**config.mk**
```make
export PLATFORM = sky130hd
export DESIGN_NAME = mem_arbiter
export DESIGN_NICKNAME = d
export VERILOG_FILES = /design/src/rtl/mem_arbiter.sv
export SDC_FILE = /design/constraint.sdc
export NUM_CORES = 1
export LEC_CHECK = 0
export CAP_MARGIN = 40
export CORE_ASPECT_RATIO = 0.5
export CORE_MARGIN = 8
export CORE_UTILIZATION = 41
export DETAILED_ROUTE_END_ITERATION = 10
export PLACE_DENSITY = 0.94
export SLEW_MARGIN = 10
export SYNTH_ARGS = -nofsm -noshare
export SYNTH_HDL_FRONTEND = slang
export SYNTH_SLANG_ARGS = --single-unit
```
**constraint.sdc**
```tcl
create_clock -name clk -period 3 [get_ports clk]
set_input_delay 0.9 -clock clk [delete_from_list [all_inputs] [get_ports clk]]
set_output_delay 0.9 -clock clk [all_outputs]
set_load 0.05 [all_outputs]
```
**src/rtl/mem_arbiter.sv**
```systemverilog
// mem_arbiter: two-port (fetch/data) arbiter in front of a single-ported memory.
// A transaction is granted in IDLE, holds the memory for LATENCY cycles in BUSY,
// and the memory access itself happens in the last BUSY cycle (counter == 1).
//
// Ports:
//   clk, rst                    clock, synchronous active-high reset
//   req0/1, wr0/1               request and write/read select (0 = fetch, 1 = data)
//   addr0/1, wdata0/1           byte address (bit 0 ignored) and write data
//   ack0/1                      combinational accept, request captured at same edge
//   done0/1                     one-cycle completion pulse for the owning port
//   rdata                       read data, valid with done for a read, held otherwise
//   busy                        transaction in flight
//   mem_enable, mem_wr          memory enable / write strobe (last BUSY cycle only)
//   mem_addr, mem_data_in       latched address (bit 0 = 0) and write data, 0 in IDLE
//   mem_data_out                combinational memory read data
//
// Configuration macro: MEM_ARBITER_FIXED_PRIO_EN
//   defined   -> port 1 always wins simultaneous requests
//   undefined -> round-robin, port 0 wins the first contested cycle after reset

module mem_arbiter #(
  parameter int unsigned LATENCY = 4
) (
  input  logic        clk,
  input  logic        rst,
  input  logic        req0,
  input  logic        req1,
  input  logic        wr0,
  input  logic        wr1,
  input  logic [15:0] addr0,
  input  logic [15:0] addr1,
  input  logic [15:0] wdata0,
  input  logic [15:0] wdata1,
  output logic        ack0,
  output logic        ack1,
  output logic        done0,
  output logic        done1,
  output logic [15:0] rdata,
  output logic        busy,
  output logic        mem_enable,
  output logic        mem_wr,
  output logic [15:0] mem_addr,
  output logic [15:0] mem_data_in,
  input  logic [15:0] mem_data_out
);

  localparam int unsigned CNT_W = 4;

  typedef enum logic {IDLE, BUSY} state_t;

  state_t             state;
  logic [CNT_W-1:0]   cnt;
  logic               lat_wr;
  logic               lat_port;
  logic [15:0]        lat_addr;
  logic [15:0]        lat_wdata;
  logic               grant1;
  logic               accept;

`ifndef MEM_ARBITER_FIXED_PRIO_EN
  logic               last_grant;
`endif

  // Winner selection; only meaningful when at least one request is high
  always_comb begin
    grant1 = 1'b0;
    if (req0 && req1) begin
`ifdef MEM_ARBITER_FIXED_PRIO_EN
      grant1 = 1'b1;
`else
      grant1 = ~last_grant;
`endif
    end else begin
      grant1 = req1;
    end
  end

  // Accept only in IDLE; reset suppresses any grant in the same cycle
  assign accept = (state == IDLE) && !rst && (req0 || req1);
  assign ack0   = accept && !grant1;
  assign ack1   = accept && grant1;

  // Memory strobes decode the final BUSY cycle; gating with rst drops an
  // access whose commit edge coincides with reset
  assign mem_enable  = (state == BUSY) && (cnt == CNT_W'(1)) && !rst;
  assign mem_wr      = mem_enable && lat_wr;
  assign mem_addr    = lat_addr;
  assign mem_data_in = lat_wdata;
  assign busy        = (state == BUSY);

  // Arbiter state, latched request and completion outputs
  always_ff @(posedge clk) begin
    if (rst) begin
      state      <= IDLE;
      cnt        <= '0;
      lat_wr     <= 1'b0;
      lat_port   <= 1'b0;
      lat_addr   <= '0;
      lat_wdata  <= '0;
      rdata      <= '0;
      done0      <= 1'b0;
      done1      <= 1'b0;
`ifndef MEM_ARBITER_FIXED_PRIO_EN
      last_grant <= 1'b1;
`endif
    end else begin
      done0 <= 1'b0;
      done1 <= 1'b0;
      case (state)
        IDLE: begin
          if (accept) begin
            state     <= BUSY;
            cnt       <= CNT_W'(LATENCY);
            lat_port  <= grant1;
            lat_wr    <= grant1 ? wr1 : wr0;
            lat_addr  <= (grant1 ? addr1 : addr0) & 16'hFFFE;
            lat_wdata <= grant1 ? wdata1 : wdata0;
`ifndef MEM_ARBITER_FIXED_PRIO_EN
            last_grant <= grant1;
`endif
          end
        end
        BUSY: begin
          cnt <= cnt - CNT_W'(1);
          if (cnt == CNT_W'(1)) begin
            state <= IDLE;
            if (!lat_wr) rdata <= mem_data_out;
            done0     <= ~lat_port;
            done1     <= lat_port;
            lat_wr    <= 1'b0;
            lat_addr  <= '0;
            lat_wdata <= '0;
          end
        end
        default: state <= IDLE;
      endcase
    end
  end

endmodule

```
==> impl_metrics.csv, run 1 <==
group,metric,value,unit
detailed_routing,wirelength,9210,um
timing,skew,0.00783,ns
synthesis,synth_area,2520,sq um
setup_path,cp-start-kind,"input port",
setup_path,end_kind,"primary output",
final_layout,final_cell_mix,"clkdlybuf4s50_1 (130), dfxtp_1 (57), buf_4 (21), a21oi_1 (20)",
global_routing,grt_usage,19.9,%
timing,slew_headroom,56.7,%
clock_network,cts.htree.levels,3,
final_layout,final_util,71.7,%
clock_network,cts_hold_repair.buffers,0,
setup_path,r2r_slack,1.03,ns
setup_path,crit_cells,5,
detailed_routing,drt-vias-per-instance,5.71,
power_and_ir_drop,leakage,1.60,nW
clock_network,cts_tree,"built",
synthesis,syn_avg_cell_area,9.94,sq um
final_layout,layout_commonest_cell,"clkdlybuf4s50_1",
clock_network,cts.sinks,57,
setup_path,regToRegEndpoint,"mem_data_in[6]$_SDFFE_PP0P_",
detailed_routing,final_antenna_net_count,0,
clock_network,clockRootBuffer,"clkbuf_16",
final_layout,nNetsFinal,480,
power_and_ir_drop,power.net_switching,0.693,mW
setup_path,r2r_cells,4,
setup_path,crit_path_end,"ack0",
power_and_ir_drop,powerDensity,577,nW/um^2
setup_path,path_max_fanout,3,
hold_path,hp-class,"reg2reg",
power_and_ir_drop,pwr-share-seq,34.1,%
final_layout,n_fill_cell,413,
timing,fmax,0.353,GHz
final_layout,diodes,0,
power_and_ir_drop,combPwrFrac,23.2,%
timing,rsz0062_at_grt,"false",
place,place_area,3970,sq um
setup_path,crit_start,"rst",
floorplan,die_area,9070,sq um
final_layout,drive_gt1_share,11.3,%
global_routing,grt.met1_usage,20.9,%
synthesis,ys_ff_latch,57,
detailed_routing,drt_iter0_markers,181,
floorplan,die_h,71.5,um
global_routing,grt_overflow,0,
detailed_routing,wl_per_cell,19.4,um
job,cap_violations,0,
timing,period_share,94.5,%
global_routing,grt_max_degree,35,
floorplan,die_w,127,um
timing,setup-violations-final,0,
global_routing,grt_use_met3,4.89,%
detailed_routing,dr.pass1.iters,6,
power_and_ir_drop,swShare,27.9,%
synthesis,synthDistinctLibCells,40,
floorplan,pin_count,141,
timing,hold_viol_final,0,
floorplan,std_cell_rows,20,
timing,maxSlewViolCount,0,
power_and_ir_drop,power.share.clock,42.7,%
global_routing,grt_pass1_wl,14600,um
synthesis,yosysSeqAreaShare,45.2,%
synthesis,synth_cells,254,
floorplan,core,6010,sq um
detailed_routing,drc,0,
setup_path,worstSetupPathType,"in2out",
hold_path,min_from,"rdata[4]$_SDFFE_PP0P_",
final_layout,final_area,4310,sq um
power_and_ir_drop,ir_drop,0.328,mV
synthesis,synth_nets,342,
setup_path,crit_buf_inv,3,
final_layout,areaGrowthSynthToFinish,70.6,%
timing,worst_pin_slew,0.649,ns
timing,min_period,2.83,ns
setup_path,required,2.10,ns
power_and_ir_drop,p_int,1.79,mW
global_routing,antenna_found_initial,0,
setup_path,crit_chain,"dlygate4sd2_1 -> or2_1 -> nor3_4 -> buf_4 -> buf_12",
place,hpwl,6820,um
detailed_routing,num_vias,2708,
setup_path,r2r_start,"busy$_SDFF_PP0_",
place,gp_congestion,0.830,
clock_network,clock_latency,0.32,ns
floorplan,start_util,42.0,%
global_routing,grt_busiest_layer,"met2",
clock_network,cts_max_path_buffers,2,
setup_path,crit_slowest_cell,"or2_1",
run_status,status,"completed",
setup_path,crit_family,"buffers and inverters",
global_routing,use_met2,37.2,%
global_routing,grt_pass1_vias,2881,
place,portBuffers,137,
setup_path,cp.arrival,1.93,ns
clock_network,numCtsBuffers,9,
synthesis,yosysWarnings,0,
clock_network,clkTransAtPathRegs,0.05,ns
setup_path,cpPeakStageDelay,0.27,ns
-- metal layers --
layer | routed length, um | part of all wire (%)
met2 | 4950 | 54
met1 | 3440 | 37
met4 | 293 | 3.2
met3 | 524 | 5.7
met5 | 0 | 0
-- worst min-delay path: stages (launching register included) --
cell     delay, ns
dfxtp_1       0.30
o21ai_0       0.07
a21oi_1       0.06
-- kinds of logic after synthesis --
group                      synth area share (%)
adders and majority gates                 0.991
AOI/OAI and AO/OA                          26.7
muxes                                     0.397
DFF                                        45.2
other                                     0.149
buffers and inverters                      9.72
and+or+nand+nor                            16.9
-- how the worst min path moves through the flow --
stage                               endpoint  slack [ns]  cells past startpoint
floorplan                   done0$_SDFF_PP0_        0.42                      1
global placement            done0$_SDFF_PP0_        0.44                      1
detailed placement          done0$_SDFF_PP0_        0.45                      1
CTS                         done0$_SDFF_PP0_        0.48                      1
global route        mem_addr[5]$_SDFFE_PP0P_        0.50                      2
finish                 rdata[4]$_SDFFE_PP0P_        0.48                      2
-- cell usage after synthesis (all sizes together) --
cell type	number	area, sq um
nand2	3	11.3
nor3b	1	7.51
a21oi	20	100
conb	1	3.75
or2	1	6.26
nand2b	2	12.5
o211ai	1	7.51
ha	2	25.0
a31oi	1	6.26
and3	2	12.5
o32ai	13	114
or2b	1	7.51
clkbuf	15	57.6
inv	18	67.6
a221o	19	190
or4b	1	10.0
nand4bb	1	11.3
nor3	4	25.0
nor2	4	22.5
mux2i	1	10.0
and4	19	166
o211a	1	10.0
buf	15	120
a32oi	13	114
o31ai	1	7.51
o21a	1	7.51
a21boi	1	18.8
dfxtp	57	1140
o21ai	17	88.8
and4bb	1	12.5
o2111ai	1	8.76
nand3b	16	120
-- final cells by class --
cell class              count  area, sq um  area share [%]
repair buffers            157         1540            35.8
multi-input cells         149         1150            26.7
flip-flops and latches     57         1140            26.5
clock buffers              11          233            5.40
well taps                  77         96.3            2.24
clock inverters             5         80.1            1.86
inverters                  18         67.6            1.57
-- power groups by stage --
stage                     combinational (mW)  sequential [mW]  clock [mW]
final                                  0.577            0.849        1.06
after global routing                   0.601            0.855        1.12
after CTS                              0.571            0.848        1.08
after detailed placement               0.567            0.861           0
after global placement                 0.551            0.856           0
after floorplan                        0.167             1.01           0
-- metrics by stage --
stage          total power, mW  instances  worst slack, ns  hold slack [ns]  setup TNS [ns]
2_1_floorplan             1.18        254           0.0634            0.416               0
3_3_place_gp              1.41        456          -0.0524            0.439         -0.0524
3_5_place_dp              1.43        456          -0.0519            0.448         -0.0519
4_1_cts                   2.49        473          0.00508            0.475               0
5_1_grt                   2.58        474            0.125            0.499               0
6_report                  2.49        474            0.166            0.476               0
-- flip-flops by register name, indices dropped and copies added, names as in the netlist --
signal,cells
busy,1
lat_port,1
done0,1
rdata,16
mem_addr,15
done1,1
mem_data_in,16
lat_wr,1
last_grant,1
cnt,4
-- repair_timing --
action | CTS | global route
pin swaps | 2 | 1
resized for setup | 3 | 4
setup buffers | 1 | 1
setup endpoints to repair | 1 | 2
Power figures use the tool's default switching activity.
==> run 2, diff against run 1 <==
--- a/config.mk
+++ b/config.mk
@@ -11,7 +11,6 @@
 export CORE_UTILIZATION = 41
 export DETAILED_ROUTE_END_ITERATION = 10
 export PLACE_DENSITY = 0.94
-export SLEW_MARGIN = 10
 export SYNTH_ARGS = -nofsm -noshare
 export SYNTH_HDL_FRONTEND = slang
 export SYNTH_SLANG_ARGS = --single-unit
==> results of run 2 <==
Same layout as run 1: the final DEF is identical, and so are final timing and power.
==> run 3, diff against run 2 <==
--- a/config.mk
+++ b/config.mk
@@ -6,9 +6,11 @@
 export NUM_CORES = 1
 export LEC_CHECK = 0
 export CAP_MARGIN = 40
+export CELL_PAD_IN_SITES_DETAIL_PLACEMENT = 1
+export CELL_PAD_IN_SITES_GLOBAL_PLACEMENT = 2
 export CORE_ASPECT_RATIO = 0.5
 export CORE_MARGIN = 8
-export CORE_UTILIZATION = 41
+export CORE_UTILIZATION = 23
 export DETAILED_ROUTE_END_ITERATION = 10
 export PLACE_DENSITY = 0.94
 export SYNTH_ARGS = -nofsm -noshare
==> run 3 against run 2 <==
The flow now finishes with violations (setup timing). Clock power about the same. Critical path depth unchanged. Utilization decreased by 31 points. Non-clock buffer count decreased by 4. Register-to-register slack improved by 0.17 ns. Final cell count increased by 14%. Worst hold slack got worse by 0.0029 ns. Sequential share of layout area decreased by 0.34 points. Via count decreased by 4.7%. Sequential power decreased by 0.8%. Fmax decreased by 5.8%. First-iteration DRC count decreased by 60%. Critical path type unchanged. Largest power group unchanged.
==> impl_metrics.csv, run 3 (synthesized netlist as in run 1, its figures left out) <==
group,metric,value,unit
floorplan,die_area,14800,sq um
floorplan,std_cell_rows,27,
hold_path,hp-class,"reg2reg",
global_routing,grt_usage,13.5,%
global_routing,grt_pass1_vias,2787,
detailed_routing,drt-vias-per-instance,4.80,
place,hpwl,7410,um
timing,setup-violations-final,1,
place,portBuffers,137,
clock_network,numCtsBuffers,9,
setup_path,path_max_fanout,20,
timing,slew_headroom,59.4,%
floorplan,die_w,164,um
final_layout,drive_gt1_share,10.7,%
final_layout,areaGrowthSynthToFinish,72.9,%
global_routing,antenna_found_initial,0,
global_routing,grt_pass1_wl,15800,um
power_and_ir_drop,ir_drop,0.213,mV
clock_network,clockRootBuffer,"clkbuf_16",
place,dp.cells,522,
clock_network,clkTransAtPathRegs,0.06,ns
floorplan,start_util,23.3,%
timing,rsz0062_at_grt,"true",
detailed_routing,wl_per_cell,18.8,um
floorplan,core,10800,sq um
power_and_ir_drop,powerDensity,561,nW/um^2
final_layout,final_cell_mix,"clkdlybuf4s50_1 (131), dfxtp_1 (57), a21oi_1 (20), and4_1 (19), a221o_1 (19)",
clock_network,cts.sinks,57,
power_and_ir_drop,leakage,1.58,nW
detailed_routing,drc,0,
floorplan,pin_count,141,
detailed_routing,final_antenna_net_count,0,
clock_network,clock_latency,0.32,ns
detailed_routing,wirelength,10100,um
timing,period_share,100,%
final_layout,multi_input_area,1150,sq um
final_layout,regArea,1140,sq um
detailed_routing,drt_iter0_markers,73,
timing,worst_pin_slew,0.609,ns
global_routing,grt_max_degree,35,
final_layout,layout_commonest_cell,"clkdlybuf4s50_1",
clock_network,cts.htree.levels,3,
timing,fin_hold_ws,0.473,ns
timing,setup_ws,-0.00795,ns
final_layout,final_util,40.2,%
final_layout,fin_cells,538,
timing,fmax,0.332,GHz
final_layout,diodes,0,
run_status,status,"finished with violations",
detailed_routing,dr.pass1.iters,6,
setup_path,cp.arrival,2.11,ns
final_layout,nNetsFinal,476,
clock_network,cts_max_path_buffers,2,
run_status,violations,"setup timing",
setup_path,end_kind,"primary output",
setup_path,cp-start-kind,"input port",
floorplan,die_h,90.1,um
global_routing,grt_overflow,0,
final_layout,n_fill_cell,1208,
clock_network,cts_hold_repair.buffers,0,
clock_network,cts_tree,"built",
setup_path,required,2.10,ns
timing,min_period,3.01,ns
timing,skew,0.00593,ns
detailed_routing,num_vias,2582,
place,gp_congestion,0.710,
timing,maxSlewViolCount,0,
timing,hold_viol_final,0,
setup_path,worstSetupPathType,"in2out",
job,cap_violations,0,
clock_network,postCtsSetupRepairBufs,0,
-- run 3: changes by cell type in the layout (fill, tap and decap cells not counted), sizes merged --
cell	before	now
clkdlybuf4s50	130	131
bufinv	2	1
buf	24	20
clkinv	1	3
clkbuf	11	10
dlygate4sd2	2	1
-- run 3: per-stage QoR --
stage                     setup slack (ns)  area [sq um]  TNS (ns)  power, mW
after floorplan                     0.0634          2530         0       1.18
after global placement              0.0121          4050         0       1.42
after detailed placement           -0.0222          4050   -0.0222       1.44
after CTS                          -0.0231          4350   -0.0235       2.48
after global routing               -0.0426          4360   -0.0464       2.55
final                             -0.00795          4360  -0.00795       2.45
-- run 3: path summary, 6_finish.rpt --
kind / start / to / slack (ns) / cells past startpoint
hold reg to reg: lat_port$_SDFFE_PP0P_ / done0$_SDFF_PP0_ / 0.47 / 1
setup / recovery: rst / mem_wr / -0.008 / 5
hold / removal: lat_port$_SDFFE_PP0P_ / done0$_SDFF_PP0_ / 0.47 / 1
setup reg to reg: busy$_SDFF_PP0_ / mem_data_in[5]$_SDFFE_PP0P_ / 1.20 / 5
-- run 3: timing repair --
action,CTS,global route
gates cloned,0,0
pin swaps,0,0
resized for setup,1,2
setup endpoints to repair,3,3
-- run 3: power by group --
group	leakage (nW)	switching [mW]	internal, mW
Clock	0.145	0.366	0.665
Combinational	0.970	0.324	0.252
Sequential	0.467	0.0308	0.811
-- run 3: layout make-up --
cell class	count	share of cell area [%]
sequential	57	26.2
clock buffer	10	5.48
timing repair buffer	153	34.8
clock inverter	6	1.55
inverter	18	1.55
multi-input combinational	149	26.3
tap	145	4.16
-- run 3: metal layers --
metal / vias up / routed length [um] / GRT usage (%)
li1: 1251 / - / -
met1: 1278 / 3910 / 14.1
met2: 43 / 5760 / 25.8
met3: 10 / 351 / 3.46
met4: 0 / 122 / 4.44
met5: - / 0 / 0
-- run 3: critical path, cell delays in order --
cell and delay [ns]:
clkdlybuf4s50_1 0.48, buf_4 0.25, inv_1 0.11, and3_1 0.17, buf_4 0.18
